--- src/rtl/sc_counter_lives_levels_if.sv ---
`default_nettype none
// ============================================================================
// Module   : sc_counter_lives_levels_if
// Brief    : Strobe/status bundle between the game FSM and the lives/levels
//            counter block.
// Revision : 1.0 - initial release
// ============================================================================
interface sc_counter_lives_levels_if #(
  parameter int DATAWIDTH = 4
);
  // Active-low request strobes from the game FSM
  logic                 SC_COUNTERLIVESLEVELS_clear_InLow;
  logic                 SC_COUNTERLIVESLEVELS_contador_vidas_InLow;
  logic                 SC_COUNTERLIVESLEVELS_contador_niveles_InLow;
  // Counter values and decoded flags back to the FSM / display
  logic [DATAWIDTH-1:0] SC_COUNTERLIVESLEVELS_lives_Out;
  logic [DATAWIDTH-1:0] SC_COUNTERLIVESLEVELS_level_Out;
  logic                 SC_COUNTERLIVESLEVELS_COMPARATOR_LIVES;
  logic                 SC_COUNTERLIVESLEVELS_COMPARATOR_LEVELS;

  modport master (
    output SC_COUNTERLIVESLEVELS_clear_InLow,
    output SC_COUNTERLIVESLEVELS_contador_vidas_InLow,
    output SC_COUNTERLIVESLEVELS_contador_niveles_InLow,
    input  SC_COUNTERLIVESLEVELS_lives_Out,
    input  SC_COUNTERLIVESLEVELS_level_Out,
    input  SC_COUNTERLIVESLEVELS_COMPARATOR_LIVES,
    input  SC_COUNTERLIVESLEVELS_COMPARATOR_LEVELS
  );

  modport slave (
    input  SC_COUNTERLIVESLEVELS_clear_InLow,
    input  SC_COUNTERLIVESLEVELS_contador_vidas_InLow,
    input  SC_COUNTERLIVESLEVELS_contador_niveles_InLow,
    output SC_COUNTERLIVESLEVELS_lives_Out,
    output SC_COUNTERLIVESLEVELS_level_Out,
    output SC_COUNTERLIVESLEVELS_COMPARATOR_LIVES,
    output SC_COUNTERLIVESLEVELS_COMPARATOR_LEVELS
  );
endinterface
`default_nettype wire

--- src/rtl/sc_counter_lives_levels.sv ---
`default_nettype none
// ============================================================================
// Module   : sc_counter_lives_levels
// Brief    : Remaining-lives and current-level counters driven by active-low
//            strobes from the Frogger game FSM, with win/lose decode flags.
// Revision : 1.0 - initial release
// ============================================================================
module sc_counter_lives_levels #(
  parameter int DATAWIDTH     = 4,
  parameter int INITIAL_LIVES = 3,
  parameter int MAX_LEVELS    = 4
) (
  input  wire logic                     SC_COUNTERLIVESLEVELS_CLOCK_50,
  input  wire logic                     SC_COUNTERLIVESLEVELS_RESET_InHigh,
  sc_counter_lives_levels_if.slave      cnt_bus
);

  localparam logic [DATAWIDTH-1:0] C_INIT_LIVES = DATAWIDTH'(INITIAL_LIVES);
  localparam logic [DATAWIDTH-1:0] C_MAX_LEVELS = DATAWIDTH'(MAX_LEVELS);
  localparam logic [DATAWIDTH-1:0] C_ZERO       = '0;
  localparam logic [DATAWIDTH-1:0] C_ONE        = DATAWIDTH'(1);

  logic                 vidas_prev_q;
  logic                 niveles_prev_q;
  logic [DATAWIDTH-1:0] lives_q;
  logic [DATAWIDTH-1:0] lives_d;
  logic [DATAWIDTH-1:0] level_q;
  logic [DATAWIDTH-1:0] level_d;

  logic                 vidas_evt_w;
  logic                 niveles_evt_w;

  // A strobe counts once per 1->0 transition, however long it is held low
  assign vidas_evt_w   = vidas_prev_q   & ~cnt_bus.SC_COUNTERLIVESLEVELS_contador_vidas_InLow;
  assign niveles_evt_w = niveles_prev_q & ~cnt_bus.SC_COUNTERLIVESLEVELS_contador_niveles_InLow;

  always_comb begin
    lives_d = lives_q;
    level_d = level_q;
    if (!cnt_bus.SC_COUNTERLIVESLEVELS_clear_InLow) begin
      // Clear wins; any event in the same cycle is dropped, not deferred
      lives_d = C_INIT_LIVES;
      level_d = C_ZERO;
    end else begin
      if (vidas_evt_w && (lives_q != C_ZERO)) begin
        lives_d = lives_q - C_ONE;
      end
      if (niveles_evt_w && (level_q < C_MAX_LEVELS)) begin
        level_d = level_q + C_ONE;
      end
    end
  end

  always_ff @(posedge SC_COUNTERLIVESLEVELS_CLOCK_50 or posedge SC_COUNTERLIVESLEVELS_RESET_InHigh) begin
    if (SC_COUNTERLIVESLEVELS_RESET_InHigh) begin
      vidas_prev_q   <= 1'b1;
      niveles_prev_q <= 1'b1;
      lives_q        <= C_INIT_LIVES;
      level_q        <= C_ZERO;
    end else begin
      vidas_prev_q   <= cnt_bus.SC_COUNTERLIVESLEVELS_contador_vidas_InLow;
      niveles_prev_q <= cnt_bus.SC_COUNTERLIVESLEVELS_contador_niveles_InLow;
      lives_q        <= lives_d;
      level_q        <= level_d;
    end
  end

  assign cnt_bus.SC_COUNTERLIVESLEVELS_lives_Out         = lives_q;
  assign cnt_bus.SC_COUNTERLIVESLEVELS_level_Out         = level_q;
  assign cnt_bus.SC_COUNTERLIVESLEVELS_COMPARATOR_LIVES  = (lives_q == C_ZERO);
  assign cnt_bus.SC_COUNTERLIVESLEVELS_COMPARATOR_LEVELS = ~(level_q == C_MAX_LEVELS);

endmodule
`default_nettype wire

--- src/flat_wrapper.sv ---
// flat-port wrapper written by rule: the top's interface ports become plain ports
module sc_counter_lives_levels_flat 
#(
  parameter int DATAWIDTH     = 4,
  parameter int INITIAL_LIVES = 3,
  parameter int MAX_LEVELS    = 4
)
  (SC_COUNTERLIVESLEVELS_CLOCK_50, SC_COUNTERLIVESLEVELS_RESET_InHigh, cnt_bus_SC_COUNTERLIVESLEVELS_clear_InLow, cnt_bus_SC_COUNTERLIVESLEVELS_contador_vidas_InLow, cnt_bus_SC_COUNTERLIVESLEVELS_contador_niveles_InLow, cnt_bus_SC_COUNTERLIVESLEVELS_lives_Out, cnt_bus_SC_COUNTERLIVESLEVELS_level_Out, cnt_bus_SC_COUNTERLIVESLEVELS_COMPARATOR_LIVES, cnt_bus_SC_COUNTERLIVESLEVELS_COMPARATOR_LEVELS);
  sc_counter_lives_levels_if #(.DATAWIDTH(DATAWIDTH)) cnt_bus_i ();
  input  wire logic SC_COUNTERLIVESLEVELS_CLOCK_50;
  input  wire logic SC_COUNTERLIVESLEVELS_RESET_InHigh;
  input wire logic [$bits(cnt_bus_i.SC_COUNTERLIVESLEVELS_clear_InLow)-1:0] cnt_bus_SC_COUNTERLIVESLEVELS_clear_InLow;
  input wire logic [$bits(cnt_bus_i.SC_COUNTERLIVESLEVELS_contador_vidas_InLow)-1:0] cnt_bus_SC_COUNTERLIVESLEVELS_contador_vidas_InLow;
  input wire logic [$bits(cnt_bus_i.SC_COUNTERLIVESLEVELS_contador_niveles_InLow)-1:0] cnt_bus_SC_COUNTERLIVESLEVELS_contador_niveles_InLow;
  output wire logic [$bits(cnt_bus_i.SC_COUNTERLIVESLEVELS_lives_Out)-1:0] cnt_bus_SC_COUNTERLIVESLEVELS_lives_Out;
  output wire logic [$bits(cnt_bus_i.SC_COUNTERLIVESLEVELS_level_Out)-1:0] cnt_bus_SC_COUNTERLIVESLEVELS_level_Out;
  output wire logic [$bits(cnt_bus_i.SC_COUNTERLIVESLEVELS_COMPARATOR_LIVES)-1:0] cnt_bus_SC_COUNTERLIVESLEVELS_COMPARATOR_LIVES;
  output wire logic [$bits(cnt_bus_i.SC_COUNTERLIVESLEVELS_COMPARATOR_LEVELS)-1:0] cnt_bus_SC_COUNTERLIVESLEVELS_COMPARATOR_LEVELS;
  assign cnt_bus_i.SC_COUNTERLIVESLEVELS_clear_InLow = cnt_bus_SC_COUNTERLIVESLEVELS_clear_InLow;
  assign cnt_bus_i.SC_COUNTERLIVESLEVELS_contador_vidas_InLow = cnt_bus_SC_COUNTERLIVESLEVELS_contador_vidas_InLow;
  assign cnt_bus_i.SC_COUNTERLIVESLEVELS_contador_niveles_InLow = cnt_bus_SC_COUNTERLIVESLEVELS_contador_niveles_InLow;
  assign cnt_bus_SC_COUNTERLIVESLEVELS_lives_Out = cnt_bus_i.SC_COUNTERLIVESLEVELS_lives_Out;
  assign cnt_bus_SC_COUNTERLIVESLEVELS_level_Out = cnt_bus_i.SC_COUNTERLIVESLEVELS_level_Out;
  assign cnt_bus_SC_COUNTERLIVESLEVELS_COMPARATOR_LIVES = cnt_bus_i.SC_COUNTERLIVESLEVELS_COMPARATOR_LIVES;
  assign cnt_bus_SC_COUNTERLIVESLEVELS_COMPARATOR_LEVELS = cnt_bus_i.SC_COUNTERLIVESLEVELS_COMPARATOR_LEVELS;
  sc_counter_lives_levels #(.DATAWIDTH(DATAWIDTH), .INITIAL_LIVES(INITIAL_LIVES), .MAX_LEVELS(MAX_LEVELS)) u_core (.SC_COUNTERLIVESLEVELS_CLOCK_50(SC_COUNTERLIVESLEVELS_CLOCK_50), .SC_COUNTERLIVESLEVELS_RESET_InHigh(SC_COUNTERLIVESLEVELS_RESET_InHigh), .cnt_bus(cnt_bus_i));
endmodule
--- config.mk ---
export PLATFORM = sky130hd
export DESIGN_NAME = sc_counter_lives_levels_flat
export DESIGN_NICKNAME = d
export VERILOG_FILES = /design/src/rtl/sc_counter_lives_levels_if.sv /design/src/rtl/sc_counter_lives_levels.sv /design/src/flat_wrapper.sv
export SDC_FILE = /design/constraint.sdc
export NUM_CORES = 1
export LEC_CHECK = 0
export ABC_AREA = 1
export ABC_CLOCK_PERIOD_IN_PS = 2900
export BUFFER_PORTS_ARGS = -buffer_cell sky130_fd_sc_hd__buf_4
export CAP_MARGIN = 5
export CORE_AREA = 2 2 39 41
export CTS_BUF_LIST = sky130_fd_sc_hd__clkbuf_4
export CTS_CLUSTER_SIZE = 12
export DETAILED_ROUTE_END_ITERATION = 10
export DIE_AREA = 0 0 41 43
export PLACE_DENSITY = 0.7
export SETUP_SLACK_MARGIN = 0.3
export SLEW_MARGIN = 30
export SYNTH_ARGS = -nofsm -noshare
export SYNTH_HDL_FRONTEND = slang
export SYNTH_SLANG_ARGS = --single-unit
export TNS_END_PERCENT = 50
--- constraint.sdc ---
create_clock -name SC_COUNTERLIVESLEVELS_CLOCK_50 -period 2.9 [get_ports SC_COUNTERLIVESLEVELS_CLOCK_50]
set_input_delay 0.29 -clock SC_COUNTERLIVESLEVELS_CLOCK_50 [delete_from_list [all_inputs] [get_ports SC_COUNTERLIVESLEVELS_CLOCK_50]]
set_output_delay 0.29 -clock SC_COUNTERLIVESLEVELS_CLOCK_50 [all_outputs]
set_load 0.05 [all_outputs]
==> impl_metrics.yaml, run 1 <==
power:
  internal_power_w: 0.000214
  swShare: 0.280
  net-switching-power_w: 0.0000829
  p_seq_frac: 0.509
  power.leakage_nw: 0.394
  vdd_drop_max_v: 0.000222
  p_total_w: 0.000297
  power_density_mw_per_mm2: 440
  comb_power_share: 0.178
  pwr-share-clk: 0.313
floorplanning:
  coreArea_mm2: 0.00138
  rows: 14
  die_area_mm2: 0.00176
  die_y_um: 43
  ios: 15
  floorplan.initialDensity: 0.382
  die_w_um: 41
timing:
  finalClockSkew_ns: 0.0100
  setup-tns-final_ns: 0
  fin_crit_sh: 0.586
  fin_crit_ns: 1.70
  setup_viol: 0
  slew_headroom: 0.750
  rsz0062_at_grt: "no"
  drv_slew: 0
  holdWs_ns: -0.0000269
  worst_slack_ns: 1.20
  hold_viol_final: 1
  fmax_mhz: 589
  worst_pin_slew_ns: 0.375
synth:
  yosys.area_share.simple: 0.237
  synth_top_family_by_area: "simple AND/OR/NAND/NOR gates"
  ys_seq_area_frac: 0.483
  synth_fp_nets: 72
  synth_area_per_cell_um2: 8.38
  yosys_warnings: 0
  synth_compound_area_frac: 0.0592
  ys_types: 15
  syn_area_um2: 528
  syn_inst: 63
  synth_fa_ha_area_frac: 0.0948
  synth_seq_cells: 10
  synth-xor-area-share: 0.0166
  synthMuxAreaShare: 0
cells_and_area:
  nNetsFinal: 90
  drive_gt1_frac: 0.325
  layout_common_cells: "nand2_1 (16), buf_4 (14), inv_1 (12)"
  fin_util: 0.487
  area_growth_syn_to_layout_pct: 27.7
  antennaDiodeCount: 0
  final_common_cell: "nand2_1"
  n_fill_cell: 155
run_status:
  violations: "negative hold slack"
  outcome: "finished, violations left"
place:
  place_hpwl_um: 710
  dp_slack_ns: 1.46
  place.gp.congestion: 0.689
  port_buffers: 14
clock_tree:
  cts_tree: "yes"
  post_cts_resized: 0
  clk_latency_ns: 0.26
  cts_setup_buffers: 0
  clk_pin_slew_ns: 0.07
  cts.path.max_buffers: 2
  postCtsHoldBufs: 0
  clockRootBuffer: "clkbuf_4"
  cts.sinks: 10
  numCtsBuffers: 3
  cts.htree.levels: 1
detailed_routing:
  ant_nets: 0
  routed_wl_um: 894
  firstDrtPassIters: 4
  via_per_inst: 4.42
  num_vias: 424
  drc_errors: 0
  wl_per_cell_um: 9.31
  drtIter0Drc: 8
grt:
  gr-usage-all-layers: 0.140
  antenna_found_initial: 0
  grt_pass1_wl_um: 1640
  grt_pass1_vias: 423
  grt_max_degree: 11
  grt-ovfl-total: 0
setup_path:
  startpoint_type: "flop"
  arrival_ns: 1.41
  r2r_slack_ns: 1.53
  crit_path_end_kind: "output pin"
  critical_path.max_fanout: 5
  cp.required_ns: 2.61
  crit_type: "reg2out"
  r2r_cells: 6
  crit_end: "cnt_bus_SC_COUNTERLIVESLEVELS_COMPARATOR_LIVES"
worst_hold_path:
  hp-class: "in2async"
job:
  drv_cap: 0
## metrics by stage
stage / std cells / area (µm²)
after floorplan: 63 / 528
after global placement: 92 / 648
after detailed placement: 92 / 648
after CTS: 96 / 674
after global routing: 96 / 674
final: 96 / 674
## registers in the layout (all words and copies together), names as in the netlist
signal,flops
u_core.niveles_prev_q,1
u_core.vidas_prev_q,1
u_core.cnt_bus.SC_COUNTERLIVESLEVELS_level_Out,4
u_core.cnt_bus.SC_COUNTERLIVESLEVELS_lives_Out,4
## logic make-up (layout without fill, tap and decap cells)
group                    after synthesis  count (layout)
AO/OA/AOI/OAI                          4               4
adder cells (fa/ha/maj)                4               4
AND/OR/NAND/NOR                       29              29
buffers and inverters                 15              32
flip-flops                            10              10
XOR/XNOR                               1               1
## area by class of cell
| type | count | area, µm² | share of cell area |
|---|---|---|---|
| repair buffers | 14 | 105 | 0.156 |
| clock inverters | 1 | 3.75 | 0.00557 |
| multi-input cells | 38 | 215 | 0.319 |
| well taps | 16 | 20.0 | 0.0297 |
| inverters | 14 | 52.6 | 0.0779 |
| clock buffers | 3 | 22.5 | 0.0334 |
| flip-flops and latches | 10 | 255 | 0.378 |
## power groups by stage
| stage | logic, W | registers (W) | clock network [W] |
|---|---|---|---|
| after floorplan | 0.0000239 | 0.000167 | 0 |
| after global placement | 0.0000527 | 0.000153 | 0 |
| after detailed placement | 0.0000535 | 0.000154 | 0 |
| after CTS | 0.0000537 | 0.000151 | 0.0000978 |
| after global routing | 0.0000596 | 0.000152 | 0.000110 |
| final | 0.0000527 | 0.000151 | 0.0000929 |
## worst max-delay path, cell delays in order (launching register included)
cell     delay, ns
dfstp_2       0.54
inv_1         0.09
ha_1          0.25
nand2_1       0.08
inv_1         0.03
buf_4         0.18
## cells in the mapped netlist
| cell | n | area (µm²) |
|---|---|---|
| nand2_1 | 16 | 60.1 |
| inv_1 | 12 | 45.0 |
| nand3_1 | 7 | 35.0 |
| dfrtp_1 | 6 | 150 |
| dfstp_2 | 4 | 105 |
| ha_1 | 4 | 50.1 |
| nor2_1 | 3 | 11.3 |
| inv_2 | 2 | 7.51 |
| nor2_2 | 2 | 12.5 |
| o21ai_1 | 2 | 10.0 |
| a21oi_1 | 1 | 5.00 |
| a21oi_4 | 1 | 16.3 |
| buf_2 | 1 | 5.00 |
| nand4_1 | 1 | 6.26 |
| xor2_1 | 1 | 8.76 |
## per-layer routing
metal	wire length, µm	global-route usage
met1	390	0.177
met4	8	0.100
met2	449	0.200
met3	46	0.0314
met5	0	0
## worst min-delay path by stage
stage                     end                               start
floorplan           async pin  SC_COUNTERLIVESLEVELS_RESET_InHigh
global placement    async pin  SC_COUNTERLIVESLEVELS_RESET_InHigh
detailed placement  async pin  SC_COUNTERLIVESLEVELS_RESET_InHigh
CTS                 async pin  SC_COUNTERLIVESLEVELS_RESET_InHigh
global route        async pin  SC_COUNTERLIVESLEVELS_RESET_InHigh
finish              async pin  SC_COUNTERLIVESLEVELS_RESET_InHigh
(Power assumes the default switching activity.)
==> run 2: changes to the inputs <==
--- a/config.mk
+++ b/config.mk
@@ -6,7 +6,7 @@
 export NUM_CORES = 1
 export LEC_CHECK = 0
 export ABC_AREA = 1
-export ABC_CLOCK_PERIOD_IN_PS = 2900
+export ABC_CLOCK_PERIOD_IN_PS = 1750
 export BUFFER_PORTS_ARGS = -buffer_cell sky130_fd_sc_hd__buf_4
 export CAP_MARGIN = 5
 export CORE_AREA = 2 2 39 41
==> constraint.sdc (replaced) <==
create_clock -name SC_COUNTERLIVESLEVELS_CLOCK_50 -period 1.75 [get_ports SC_COUNTERLIVESLEVELS_CLOCK_50]
set_input_delay 0.175 -clock SC_COUNTERLIVESLEVELS_CLOCK_50 [delete_from_list [all_inputs] [get_ports SC_COUNTERLIVESLEVELS_CLOCK_50]]
set_output_delay 0.175 -clock SC_COUNTERLIVESLEVELS_CLOCK_50 [all_outputs]
set_load 0.05 [all_outputs]
==> run 2 against run 1 <==
  * The run now ends clean
  * Wire length up 16%
  * Via count rose by 7.3%
  * Clock power is 72% higher
  * Die area unchanged
  * Global-route usage decreased by 0.57 points
  * Critical path depth did not move
  * First-iteration DRC count unchanged
  * Critical path type unchanged
  * Critical endpoint unchanged
==> impl_metrics.yaml, run 2 (same netlist as run 1, synthesis figures left out) <==
floorplanning:
  coreArea_mm2: 0.00138
  ios: 15
  die_y_um: 43
  floorplan.initialDensity: 0.382
  die_w_um: 41
  rows: 14
  die_area_mm2: 0.00176
power:
  p_total_w: 0.000515
  vdd_drop_max_v: 0.000378
  power.leakage_nw: 0.409
  power_density_mw_per_mm2: 699
clock_tree:
  cts.sinks: 10
  numCtsBuffers: 3
  cts_tree: "yes"
  clk_pin_slew_ns: 0.07
  cts.htree.levels: 1
  clk_latency_ns: 0.26
  clockRootBuffer: "clkbuf_4"
  cts.path.max_buffers: 2
job:
  drv_cap: 0
detailed_routing:
  routed_wl_um: 1040
  drc_errors: 0
  drtIter0Drc: 8
  wl_per_cell_um: 10.2
  via_per_inst: 4.50
  ant_nets: 0
  top_layer: "met4"
  dr_wl_met2_um: 550
  firstDrtPassIters: 4
  wl_met3_um: 50
  num_vias: 455
  met1_length_um: 416
cells_and_area:
  final_common_cell: "buf_4"
  area_growth_syn_to_layout_pct: 39.6
  n_fill_cell: 144
  regArea_um2: 256
  drive_gt1_frac: 0.424
  layout_common_cells: "buf_4 (17), nand2_1 (15), inv_1 (9)"
  multiInputGateArea_um2: 230
  nNetsFinal: 95
  antennaDiodeCount: 0
worst_hold_path:
  hp-class: "in2reg"
setup_path:
  critical_path.max_fanout: 2
  crit_type: "reg2out"
  arrival_ns: 1.24
  crit_path_end_kind: "output pin"
  cp.required_ns: 1.57
  startpoint_type: "flop"
  r2r_slack_ns: 0.41
grt:
  grt-ovfl-total: 0
  grt_pass1_vias: 435
  grt_max_degree: 11
  grt_pass1_wl_um: 1620
  antenna_found_initial: 0
  gr-usage-all-layers: 0.134
timing:
  setup-tns-final_ns: 0
  finalClockSkew_ns: 0.00422
  setup_viol: 0
  rsz0062_at_grt: "yes"
  worst_pin_slew_ns: 0.375
  slew_headroom: 0.750
  drv_slew: 0
  hold_viol_final: 0
  fmax_mhz: 705
  fin_crit_ns: 1.42
  fin_crit_sh: 0.811
run_status:
  outcome: "completed"
place:
  port_buffers: 14
  place.gp.congestion: 0.635
  place_hpwl_um: 742
[run 2: cell count changes in the layout (fill, tap and decap cells not counted), sizes merged]
cell,before,now
dlygate4sd3,0,1
buf,14,18
[run 2: final timing paths]
| path | start | to | cells past startpoint |
|---|---|---|---|
| min in group asynchronous | SC_COUNTERLIVESLEVELS_RESET_InHigh | async pin | 3 |
| worst max-delay path | flop | cnt_bus_SC_COUNTERLIVESLEVELS_COMPARATOR_LIVES | 5 |
| worst min-delay path | cnt_bus_SC_COUNTERLIVESLEVELS_contador_vidas_InLow | u_core.vidas_prev_q$_DFF_PP1_ | 1 |
| worst max register to register | flop | flop | 7 |
| worst min register to register | flop | flop | 2 |
| max in group asynchronous | SC_COUNTERLIVESLEVELS_RESET_InHigh | async pin | 3 |
[run 2: metal layers]
layer | vias to the layer above | track usage
li1 | 235 | -
met3 | 2 | 0.0157
met5 | - | 0
met1 | 206 | 0.144
met4 | 0 | 0.0600
met2 | 12 | 0.241
[run 2: layout make-up]
| cell class | instances | share of cell area |
|---|---|---|
| clock inverter | 1 | 0.00509 |
| clock buffer | 3 | 0.0306 |
| sequential | 10 | 0.348 |
| tap | 16 | 0.0272 |
| multi-input combinational | 38 | 0.312 |
| inverter | 14 | 0.0747 |
| timing repair buffer | 19 | 0.202 |
[run 2: worst max-delay path, cell delays in order, from the launching register on]
cell and delay (ns):
dfstp_2 0.55, inv_4 0.04, ha_4 0.15, nand2_2 0.06
inv_2 0.03, buf_6 0.14
[run 2: stage by stage]
step,area (µm²),setup slack (ns),util,cells,hold WS (ns)
final,737,0.331,0.533,101,0.0203
after global routing,737,0.281,0.533,101,0.00510
after CTS,729,0.302,0.527,100,0.0159
after detailed placement,652,0.476,0.471,92,0.176
after global placement,652,0.490,0.471,92,0.174
after floorplan,532,0.305,-,63,0.0122
[run 2: timing repair]
action	in CTS	in global routing
setup endpoints to repair	1	1
gates cloned	0	0
resized for setup	5	1
hold endpoints to repair	6	0
hold buffers	1	0
pin swaps	0	1
setup buffers	3	1
[run 2: where the power goes]
| group | switching, W | internal (W) | leakage [nW] |
|---|---|---|---|
| logic | 0.0000657 | 0.0000378 | 0.270 |
| clock network | 0.0000781 | 0.0000824 | 0.0154 |
| registers | 0.00000640 | 0.000245 | 0.124 |
==> run 3: changes to the inputs <==
--- a/config.mk
+++ b/config.mk
@@ -5,8 +5,8 @@
 export SDC_FILE = /design/constraint.sdc
 export NUM_CORES = 1
 export LEC_CHECK = 0
-export ABC_AREA = 1
-export ABC_CLOCK_PERIOD_IN_PS = 1750
+export ABC_AREA = 0
+export ABC_CLOCK_PERIOD_IN_PS = 1260
 export BUFFER_PORTS_ARGS = -buffer_cell sky130_fd_sc_hd__buf_4
 export CAP_MARGIN = 5
 export CORE_AREA = 2 2 39 41
@@ -14,7 +14,7 @@
 export CTS_CLUSTER_SIZE = 12
 export DETAILED_ROUTE_END_ITERATION = 10
 export DIE_AREA = 0 0 41 43
-export PLACE_DENSITY = 0.7
+export PLACE_DENSITY = 0.69
 export SETUP_SLACK_MARGIN = 0.3
 export SLEW_MARGIN = 30
 export SYNTH_ARGS = -nofsm -noshare
==> constraint.sdc (replaced) <==
create_clock -name SC_COUNTERLIVESLEVELS_CLOCK_50 -period 1.26 [get_ports SC_COUNTERLIVESLEVELS_CLOCK_50]
set_input_delay 0.126 -clock SC_COUNTERLIVESLEVELS_CLOCK_50 [delete_from_list [all_inputs] [get_ports SC_COUNTERLIVESLEVELS_CLOCK_50]]
set_output_delay 0.126 -clock SC_COUNTERLIVESLEVELS_CLOCK_50 [all_outputs]
set_load 0.05 [all_outputs]
==> run 3 against run 2 <==
  * The run now ends with negative setup slack left
  * Synthesized cell count is 25% lower
  * Design area is 33% higher
  * First-iteration DRC count is 38% higher
  * Critical path type is now reg2reg
  * Critical path depth stayed put
  * Sequential share of layout area is 8.7 points lower
  * Synthesized area is 5.7% lower
  * Setup slack worse by 0.65 ns
  * Global-route usage is 6.1 points higher
==> impl_metrics.yaml, run 3 <==
detailed_routing:
  via_per_inst: 4.74
  num_vias: 479
  top_layer: "met3"
  firstDrtPassIters: 4
  met1_length_um: 548
  wl_per_cell_um: 15.1
  routed_wl_um: 1530
  ant_nets: 0
  drtIter0Drc: 11
  wl_met3_um: 85
  dr_wl_met2_um: 892
  drc_errors: 0
floorplanning:
  die_area_mm2: 0.00176
  coreArea_mm2: 0.00138
  die_y_um: 43
  ios: 15
  floorplan.initialDensity: 0.360
  die_w_um: 41
  rows: 14
power:
  power_density_mw_per_mm2: 798
  internal_power_w: 0.000578
  vdd_drop_max_v: 0.000534
  pwr-share-clk: 0.316
  swShare: 0.263
  comb_power_share: 0.245
  p_seq_frac: 0.439
  power.leakage_nw: 0.458
  net-switching-power_w: 0.000206
setup_path:
  arrival_ns: 1.77
  cp.required_ns: 1.46
  crit_type: "reg2reg"
  path_cells: "inv_2 > ha_4 > nor2b_1 > or4_4 > a21oi_2"
  crit_path_top_delay_cell: "dfstp_2"
  startpoint_type: "flop"
  crit_path_end_kind: "flop"
  critical_path.max_fanout: 3
  crit_path_max_incr_delay_ns: 0.53
timing:
  worst_pin_slew_ns: 0.373
  hold_viol_final: 0
  worst_slack_ns: -0.316
  fin_crit_sh: 1.25
  holdWs_ns: 0.0741
  setup_viol: 7
  rsz0062_at_grt: "yes"
  finalClockSkew_ns: 0.0109
  slew_headroom: 0.751
  fmax_mhz: 635
  drv_slew: 0
  setup-tns-final_ns: -1.21
  fin_crit_ns: 1.58
cells_and_area:
  area_growth_syn_to_layout_pct: 97.5
  regArea_um2: 256
  antennaDiodeCount: 0
  post-route-cell-area_um2: 983
  multiInputGateArea_um2: 305
  nNetsFinal: 95
  fin_cells: 101
  drive_gt1_frac: 0.659
  n_fill_cell: 100
  layout_common_cells: "buf_4 (15), buf_6 (10), buf_8 (6)"
  final_common_cell: "buf_4"
place:
  placed_area_um2: 719
  place_inst: 88
  dp_slack_ns: -0.261
  place.gp.congestion: 0.773
  place_hpwl_um: 770
  port_buffers: 14
synth:
  yosysTopAreaCell: "dfrtp_1"
  synth_area_per_cell_um2: 10.6
  synth_fp_nets: 56
  synth_top_flop_cell: "dfrtp_1"
  async_flop_share: 1.00
  synthTopCellsByArea: "dfrtp_1 (30%), dfstp_2 (21%), ha_1 (10%)"
  yosysMostFrequentCell: "inv_1"
  synth_edf_count: 0
  synth_top_area_frac: 0.302
  synth_seq_cells: 10
  ys_types: 20
  yosys_warnings: 0
  synthTopCellsByCount: "inv_1 (7), dfrtp_1 (6), dfstp_2 (4), ha_1 (4), nor2_1 (4)"
  syn_inst: 47
  syn_area_um2: 498
  ys_seq_area_frac: 0.513
clock_tree:
  cts.htree.levels: 1
  cts.sinks: 10
  clk_latency_ns: 0.27
  cts_tree: "yes"
  numCtsBuffers: 3
  cts.path.max_buffers: 2
  clockRootBuffer: "clkbuf_4"
  clk_pin_slew_ns: 0.07
worst_hold_path:
  hp-class: "in2reg"
run_status:
  violations: "negative setup slack"
  outcome: "finished, violations left"
grt:
  grt_pass1_wl_um: 2230
  grt_pass1_vias: 514
  grt_max_degree: 11
  antenna_found_initial: 0
  grt-ovfl-total: 0
  gr-usage-all-layers: 0.196
job:
  drv_cap: 0
-- run 3: cell types whose count changed after synthesis, moves of 2 or more --
cell      before  now
nand3b_1       0    2
inv_1         12    7
inv_2          2    0
o21ai_1        2    0
nand3_1        7    0
o21ai_0        0    3
a21oi_1        1    3
nand2_1       16    2
or4_1          0    2
nor2_2         2    0
-- run 3: worst paths after layout --
check | start | slack (ns) | end | depth (start not counted)
worst min-delay path | cnt_bus_SC_COUNTERLIVESLEVELS_clear_InLow | 0.07 | flop | 2
worst max-delay path | flop | -0.32 | flop | 5
worst max register to register | flop | -0.32 | flop | 5
max in group asynchronous | SC_COUNTERLIVESLEVELS_RESET_InHigh | 0.55 | async pin | 3
min in group asynchronous | SC_COUNTERLIVESLEVELS_RESET_InHigh | 0.39 | async pin | 3
worst min register to register | flop | 0.65 | flop | 3
-- run 3: area by class of cell --
class | count | area share
clock buffer | 4 | 0.0305
inverter | 7 | 0.0267
multi-input combinational | 30 | 0.310
sequential | 10 | 0.261
tap | 16 | 0.0204
timing repair buffer | 34 | 0.351
-- run 3: layer usage --
| metal | vias to the layer above | global-route usage |
|---|---|---|
| met2 | 15 | 0.309 |
| li1 | 232 | - |
| met4 | 0 | 0.100 |
| met3 | 0 | 0.110 |
| met1 | 232 | 0.192 |
| met5 | - | 0 |
-- run 3: worst max-delay path, delay by kind of cell (launching register included) --
kind / cells / cell delay [ns]
adders and majority gates: 1 / 0.16
DFF: 1 / 0.53
and+or+nand+nor: 2 / 0.61
AOI/OAI and AO/OA: 1 / 0.16
buffers and inverters: 1 / 0.05
-- run 3: power groups by stage --
stage	Sequential (W)	Clock [W]	Combinational, W
after detailed placement	0.000351	0	0.000122
after global routing	0.000345	0.000284	0.000207
after CTS	0.000343	0.000259	0.000170
final	0.000344	0.000248	0.000192
after floorplan	0.000380	0	0.0000392
after global placement	0.000350	0	0.000120
-- run 3: cells by family after synthesis --
kind of cell,share of synthesized area
buffers and inverters,0.0528
and+or+nand+nor,0.214
adders and majority gates,0.101
muxes,0.0427
DFF,0.513
xor gates and xnor gates,0.0176
AOI/OAI and AO/OA,0.0603
-- run 3: timing repair --
item,CTS,global route
resized for setup,27,12
pin swaps,9,6
hold buffers,3,0
setup buffers,4,2
endpoints found under the setup margin,17,17
hold endpoints to repair,8,0
-- run 3: stage by stage --
step	util	total power, W
5_1_grt	0.711	0.000835
3_3_place_gp	0.520	0.000470
6_report	0.711	0.000784
2_1_floorplan	-	0.000419
4_1_cts	0.665	0.000773
3_5_place_dp	0.520	0.000473
